===== config.mk =====
export PLATFORM = sky130hd
export DESIGN_NAME = alu_share_arbiter
export DESIGN_NICKNAME = d
export VERILOG_FILES = /design/src/rtl/alu_share_arbiter.sv
export SDC_FILE = /design/constraint.sdc
export NUM_CORES = 1
export LEC_CHECK = 0
export BUFFER_PORTS_ARGS = -buffer_cell sky130_fd_sc_hd__buf_2
export CORE_AREA = 2 2 315 317
export CTS_BUF_LIST = sky130_fd_sc_hd__clkbuf_8 sky130_fd_sc_hd__clkbuf_16
export DETAILED_ROUTE_END_ITERATION = 8
export DIE_AREA = 0 0 317 319
export GPL_TIMING_DRIVEN = 0
export PLACE_DENSITY_LB_ADDON = 0.2
export SLEW_MARGIN = 30
export SYNTH_ARGS = -nofsm -noshare
export SYNTH_HDL_FRONTEND = slang
export SYNTH_SLANG_ARGS = --single-unit

===== constraint.sdc =====
create_clock -name clk -period 5.6 [get_ports clk]
set_input_delay 0 -clock clk [delete_from_list [all_inputs] [get_ports clk]]
set_output_delay 0 -clock clk [all_outputs]
set_load 0.01 [all_outputs]

===== src/rtl/alu_share_arbiter.sv =====
// Round-robin share of one pipelined ALU between NUM_REQ requesters.
// Results return in issue order through a credit-protected response FIFO.
module alu_share_arbiter #(
  parameter int unsigned NUM_REQ   = 4,
  parameter int unsigned WIDTH     = 64,
  parameter int unsigned ALU_LAT   = 2,
  parameter int unsigned RSP_DEPTH = 4
) (
  input  logic                         clk,
  input  logic                         rst,
  input  logic [NUM_REQ-1:0]           req_valid,
  output logic [NUM_REQ-1:0]           req_ready,
  input  logic [4*NUM_REQ-1:0]         req_opcode,
  input  logic [WIDTH*NUM_REQ-1:0]     req_a,
  input  logic [WIDTH*NUM_REQ-1:0]     req_b,
  output logic [3:0]                   alu_opcode,
  output logic [WIDTH-1:0]             alu_input1,
  output logic [WIDTH-1:0]             alu_input2,
  input  logic [WIDTH-1:0]             alu_result,
  input  logic [2:0]                   alu_flags,
  output logic                         rsp_valid,
  input  logic                         rsp_ready,
  output logic [$clog2(NUM_REQ)-1:0]   rsp_id,
  output logic [WIDTH-1:0]             rsp_result,
  output logic [2:0]                   rsp_flags,
  output logic                         busy
);

  localparam int unsigned ID_W = $clog2(NUM_REQ);
  localparam int unsigned CW   = $clog2(RSP_DEPTH + 1);
  localparam int unsigned PW   = (RSP_DEPTH > 1) ? $clog2(RSP_DEPTH) : 1;

  logic [ID_W-1:0] rr_ptr;
  logic [ID_W-1:0] grant_id;
  logic            grant_any;
  logic            issue_ok;
  logic [CW-1:0]   credit_cnt;
  logic [CW-1:0]   credit_nxt;
  logic            pop;
  logic            push;
  int unsigned     idx;

  logic            tag_valid [ALU_LAT];
  logic [ID_W-1:0] tag_id    [ALU_LAT];

  logic [ID_W-1:0]  mem_id  [RSP_DEPTH];
  logic [WIDTH-1:0] mem_res [RSP_DEPTH];
  logic [2:0]       mem_fl  [RSP_DEPTH];
  logic [PW-1:0]    wr_ptr;
  logic [PW-1:0]    rd_ptr;
  logic [PW-1:0]    rd_nxt;
  logic [CW-1:0]    fifo_cnt;
  logic [CW-1:0]    fifo_cnt_nxt;

  function automatic logic [PW-1:0] ptr_inc(input logic [PW-1:0] p);
    return (p == PW'(RSP_DEPTH - 1)) ? '0 : p + PW'(1);
  endfunction

  assign issue_ok = !rst && (credit_cnt < CW'(RSP_DEPTH));
  assign pop      = rsp_valid & rsp_ready;
  assign push     = tag_valid[ALU_LAT-1];

  // Search upward from rr_ptr; iterating downward lets the nearest requester win.
  always_comb begin
    grant_any = 1'b0;
    grant_id  = '0;
    idx       = 0;
    if (issue_ok) begin
      for (int k = int'(NUM_REQ) - 1; k >= 0; k--) begin
        idx = int'(rr_ptr) + k;
        if (idx >= NUM_REQ) idx = idx - NUM_REQ;
        if (req_valid[idx]) begin
          grant_any = 1'b1;
          grant_id  = ID_W'(idx);
        end
      end
    end
  end

  always_comb begin
    req_ready = '0;
    if (grant_any) req_ready[grant_id] = 1'b1;
  end

  // Idle cycles drive zeros; the tag pipeline discards their results.
  always_comb begin
    alu_opcode = '0;
    alu_input1 = '0;
    alu_input2 = '0;
    if (grant_any) begin
      alu_opcode = req_opcode[4*grant_id +: 4];
      alu_input1 = req_a[WIDTH*grant_id +: WIDTH];
      alu_input2 = req_b[WIDTH*grant_id +: WIDTH];
    end
  end

  always_comb begin
    credit_nxt = credit_cnt;
    if (grant_any && !pop)      credit_nxt = credit_cnt + CW'(1);
    else if (!grant_any && pop) credit_nxt = credit_cnt - CW'(1);
  end

  always_ff @(posedge clk or posedge rst) begin
    if (rst) begin
      rr_ptr     <= '0;
      credit_cnt <= '0;
      busy       <= 1'b0;
    end else begin
      if (grant_any) rr_ptr <= (grant_id == ID_W'(NUM_REQ - 1)) ? '0 : grant_id + ID_W'(1);
      credit_cnt <= credit_nxt;
      busy       <= (credit_nxt != '0);
    end
  end

  // Tag shift register tracks which requester owns each ALU pipeline slot.
  always_ff @(posedge clk or posedge rst) begin
    if (rst) begin
      for (int s = 0; s < int'(ALU_LAT); s++) begin
        tag_valid[s] <= 1'b0;
        tag_id[s]    <= '0;
      end
    end else begin
      tag_valid[0] <= grant_any;
      tag_id[0]    <= grant_id;
      for (int s = 1; s < int'(ALU_LAT); s++) begin
        tag_valid[s] <= tag_valid[s-1];
        tag_id[s]    <= tag_id[s-1];
      end
    end
  end

  assign rd_nxt = pop ? ptr_inc(rd_ptr) : rd_ptr;

  always_comb begin
    fifo_cnt_nxt = fifo_cnt;
    if (push && !pop)      fifo_cnt_nxt = fifo_cnt + CW'(1);
    else if (!push && pop) fifo_cnt_nxt = fifo_cnt - CW'(1);
  end

  always_ff @(posedge clk) begin
    if (push) begin
      mem_id[wr_ptr]  <= tag_id[ALU_LAT-1];
      mem_res[wr_ptr] <= alu_result;
      mem_fl[wr_ptr]  <= alu_flags;
    end
  end

  // Head register is reloaded every edge; a write into an emptying FIFO is forwarded.
  always_ff @(posedge clk or posedge rst) begin
    if (rst) begin
      wr_ptr     <= '0;
      rd_ptr     <= '0;
      fifo_cnt   <= '0;
      rsp_valid  <= 1'b0;
      rsp_id     <= '0;
      rsp_result <= '0;
      rsp_flags  <= '0;
    end else begin
      if (push) wr_ptr <= ptr_inc(wr_ptr);
      rd_ptr    <= rd_nxt;
      fifo_cnt  <= fifo_cnt_nxt;
      rsp_valid <= (fifo_cnt_nxt != '0);
      if (fifo_cnt_nxt != '0) begin
        if (push && (wr_ptr == rd_nxt)) begin
          rsp_id     <= tag_id[ALU_LAT-1];
          rsp_result <= alu_result;
          rsp_flags  <= alu_flags;
        end else begin
          rsp_id     <= mem_id[rd_nxt];
          rsp_result <= mem_res[rd_nxt];
          rsp_flags  <= mem_fl[rd_nxt];
        end
      end
    end
  end

  a_no_overflow: assert property (@(posedge clk) disable iff (rst)
    !(push && (fifo_cnt == CW'(RSP_DEPTH))));

endmodule


==> run_results.csv <==
group,metric,value,unit
status,outcome,"complete, no violations",
global_routing,grt_max_degree,54,
global_routing,grt_pass1_vias,17800,
setup_path,startpoint_type,"register",
setup_path,worstPathArrival,4250,ps
sta,slew_headroom,30.8,%
sta,finalSetupViolations,0,
pwr,clock_power_share,19.2,%
pwr,seqPwrFrac,29.7,%
die,core,97700,µm²
setup_path,slowest_delay,870,ps
finish,seqCellArea,10500,µm²
pwr,p_leak,10.6,nW
flow_run,drv_cap,0,
finish,drive_gt1_share,46.5,%
finish,nNetsFinal,2957,
setup_path,cp_common_cell,"buf_2",
synthesis,ys_ff_latch,365,
setup_path,r2r-start,"rd_ptr[1]",
setup_path,critPathLaunch,"credit_cnt[2]",
placed_design,place_hpwl,103,mm
pwr,p_total,12.9,mW
synthesis,synthArstFlopShare,24.4,%
synthesis,synth_cells,1416,
pwr,combinationalPowerShare,51.1,%
cts,postCtsSetupBuffers,0,
global_routing,grt_pass1_wl,160,mm
synthesis,synth-seq-area-share,56.2,%
setup_path,path_cells,"nor2_1 -> nand2b_1 -> a2111oi_2 -> buf_2 -> buf_2 -> buf_2 -> buf_4 -> mux2i_1 -> o22ai_1 -> buf_2",
sta,fin_crit,4250,ps
route,drc_errors,0,
setup_path,end_kind,"primary output",
synthesis,ys_top_cells_by_count,"edfxtp_1, mux2i_1, mux2_2",
pwr,internal_power,7.46,mW
placed_design,io_buffer_count,808,
setup_path,ff2ff_path_depth,9,
synthesis,yosysUniqueCellTypes,46,
route,dr.pass1.iters,5,
setup_path,rrSetupSlack,2400,ps
sta,worst_slew_pin_slew,1010,ps
setup_path,worstSetupEndpoint,"alu_input2[33]",
setup_path,worst-endpoint-required,5600,ps
placed_design,gp_congestion,0.998,
die,io-pin-count,809,
finish,fillers,10400,
sta,tns,0,ps
cts,clockBufferDepth,3,
cts,ctsHtreeMaxLevel,2,
synthesis,ys_warn_count,0,
setup_path,crit_path_max_fanout,10,
global_routing,antenna_found_initial,100,
cts,cts_tree,"done",
route,final_antenna_net_count,0,
synthesis,syn_area_per_cell,13.2,µm²
finish,area_delta_synth_final,42.2,%
cts,clock_sinks,365,
synthesis,synth_top_area_cell,"edfxtp_1",
setup_path,r2r-end,"rsp_result[58]",
die,die-area,101000,µm²
setup_path,crit_type,"reg2out",
synthesis,synth_area_leaders,"edfxtp_1, mux2i_1, dfrtp_1, mux2_2, o22ai_1",
cts,clk_latency,540,ps
synthesis,synth_fp_nets,2031,
global_routing,grt_use_total,23.5,%
pwr,power_density,484,nW/µm²
global_routing,grt_remaining_overflow,0,
sta,fmax,236,MHz
route,wl_per_cell,33.3,µm
sta,slew_violations,0,
setup_path,cp.depth,10,
pwr,p_switching,5.39,mW
sta,rsz0062_at_grt,"false",
cts,clkTransAtPathRegs,60,ps
cts,cts-buffers-inserted,38,
setup_path,critPathTopFamily,"buffers and inverters",
die,die_w,317,µm
sta,fin_skew,18.0,ps
setup_path,cp_slowest_cell,"mux2i_1",
setup_path,critPathBufInv,5,
pwr,peakVddDrop,0.190,mV
pwr,swShare,41.9,%
route,viasPerCell,4.63,
sta,fin_crit_sh,75.8,%
die,die_h,319,µm
synthesis,ys.flop_type,"edfxtp_1",
die,initial_utilization,19.1,%
die,rows,115,
synthesis,synth_top_area_share,44.3,%
route,drt_iter0_drc,1367,
route,totalWireLength,123,mm
min_path,min_path_type,"in2async",
synthesis,synth_area,18700,µm²
synthesis,synth_edf_count,276,
sta,hold_viol,0,
route,vias,17100,
synthesis,synth_most_common_cell,"edfxtp_1",
finish,multiInputGateArea,7470,µm²
cts,cts_root_buf,"clkbuf_16",
-- placed cells by master, fill, tap and decap left out, types with 39 or more instances in the layout --
cell type | netlist | routed
dfrtp_1 | 89 | 89
nand3_1 | 74 | 74
clkbuf_1 | 59 | 57
mux2_2 | 138 | 138
a22oi_1 | 69 | 69
dlygate4sd3_1 | 0 | 68
nor3_1 | 72 | 72
diode_2 | 0 | 39
a31oi_1 | 59 | 59
mux2i_1 | 266 | 264
edfxtp_1 | 276 | 276
o22ai_1 | 133 | 133
buf_2 | 29 | 838
-- power by group through the flow --
stage	Sequential, mW	Clock, mW	Combinational, mW
final	3.82	2.47	6.57
after global routing	3.88	2.63	7.08
after CTS	3.84	2.54	6.69
after detailed placement	3.89	0	6.62
after global placement	3.92	0	6.52
after floorplan	3.93	0	3.71
-- sequential cells by signal (all words and copies together), names as in the netlist, 2 cells and up --
name        flops
mem_id          8
rr_ptr          2
credit_cnt      3
fifo_cnt        3
rsp_flags       3
mem_res       256
rsp_result     64
rd_ptr          2
tag_id          4
mem_fl         12
rsp_id          2
wr_ptr          2
-- worst min path at each step --
stage                         startpoint             end  cells after the start  slack [ps]
after detailed placement             rst  rsp_result[25]                      2          70
after floorplan             alu_flags[0]    mem_fl[0][0]                      0         100
after global routing                 rst  rsp_result[25]                      3          70
final                                rst  rsp_result[25]                      3          50
after CTS                      rsp_ready     fifo_cnt[1]                      5          20
after global placement    alu_result[30]  mem_res[1][30]                      1         230
-- what timing repair did --
| item | in CTS | in global routing |
|---|---|---|
| hold buffers | 68 | 0 |
| hold endpoints to repair | 424 | 0 |
| resized for setup | 0 | 0 |
-- layer usage --
layer	wire length [µm]	GRT usage, %
met1	45500	26.6
met2	61400	41.7
met3	11800	7.87
met4	3970	6.26
met5	268	0
-- layout make-up --
type | count | area share (%)
flip-flops and latches | 365 | 39.6
inverters | 14 | 0.226
clock buffers | 43 | 3.84
repair buffers | 886 | 18.6
well taps | 1287 | 6.06
diodes | 39 | 0.367
plain buffers | 130 | 2.62
clock inverters | 26 | 0.692
multi-input cells | 907 | 28.1
-- per-stage QoR --
stage | util [%] | cell area [µm²] | hold WS, ps | setup slack, ps | instances
after detailed placement | 25.2 | 24600 | 73.3 | 1850 | 3521
after global placement | 24.9 | 24400 | 233 | 482 | 3511
after global routing | 27.2 | 26500 | 67.9 | 1220 | 3678
final | 27.2 | 26600 | 45.6 | 1350 | 3697
after CTS | 27.1 | 26500 | 24.0 | 1260 | 3658
after floorplan | - | 18700 | 98.9 | 2710 | 1416
-- logic make-up after synthesis --
family / share of synthesized area (%)
compound gates: 10.8
xor+xnor: 0.234
buf+inv: 3.99
simple gates: 5.14
flops: 56.2
mux: 22.7
fa+ha+maj: 0.977
-- worst min-delay path, stage by stage --
cell and delay, ps:
dlygate4sd3_1 540, buf_2 180, inv_8 270
Power figures use the tool's default switching activity.
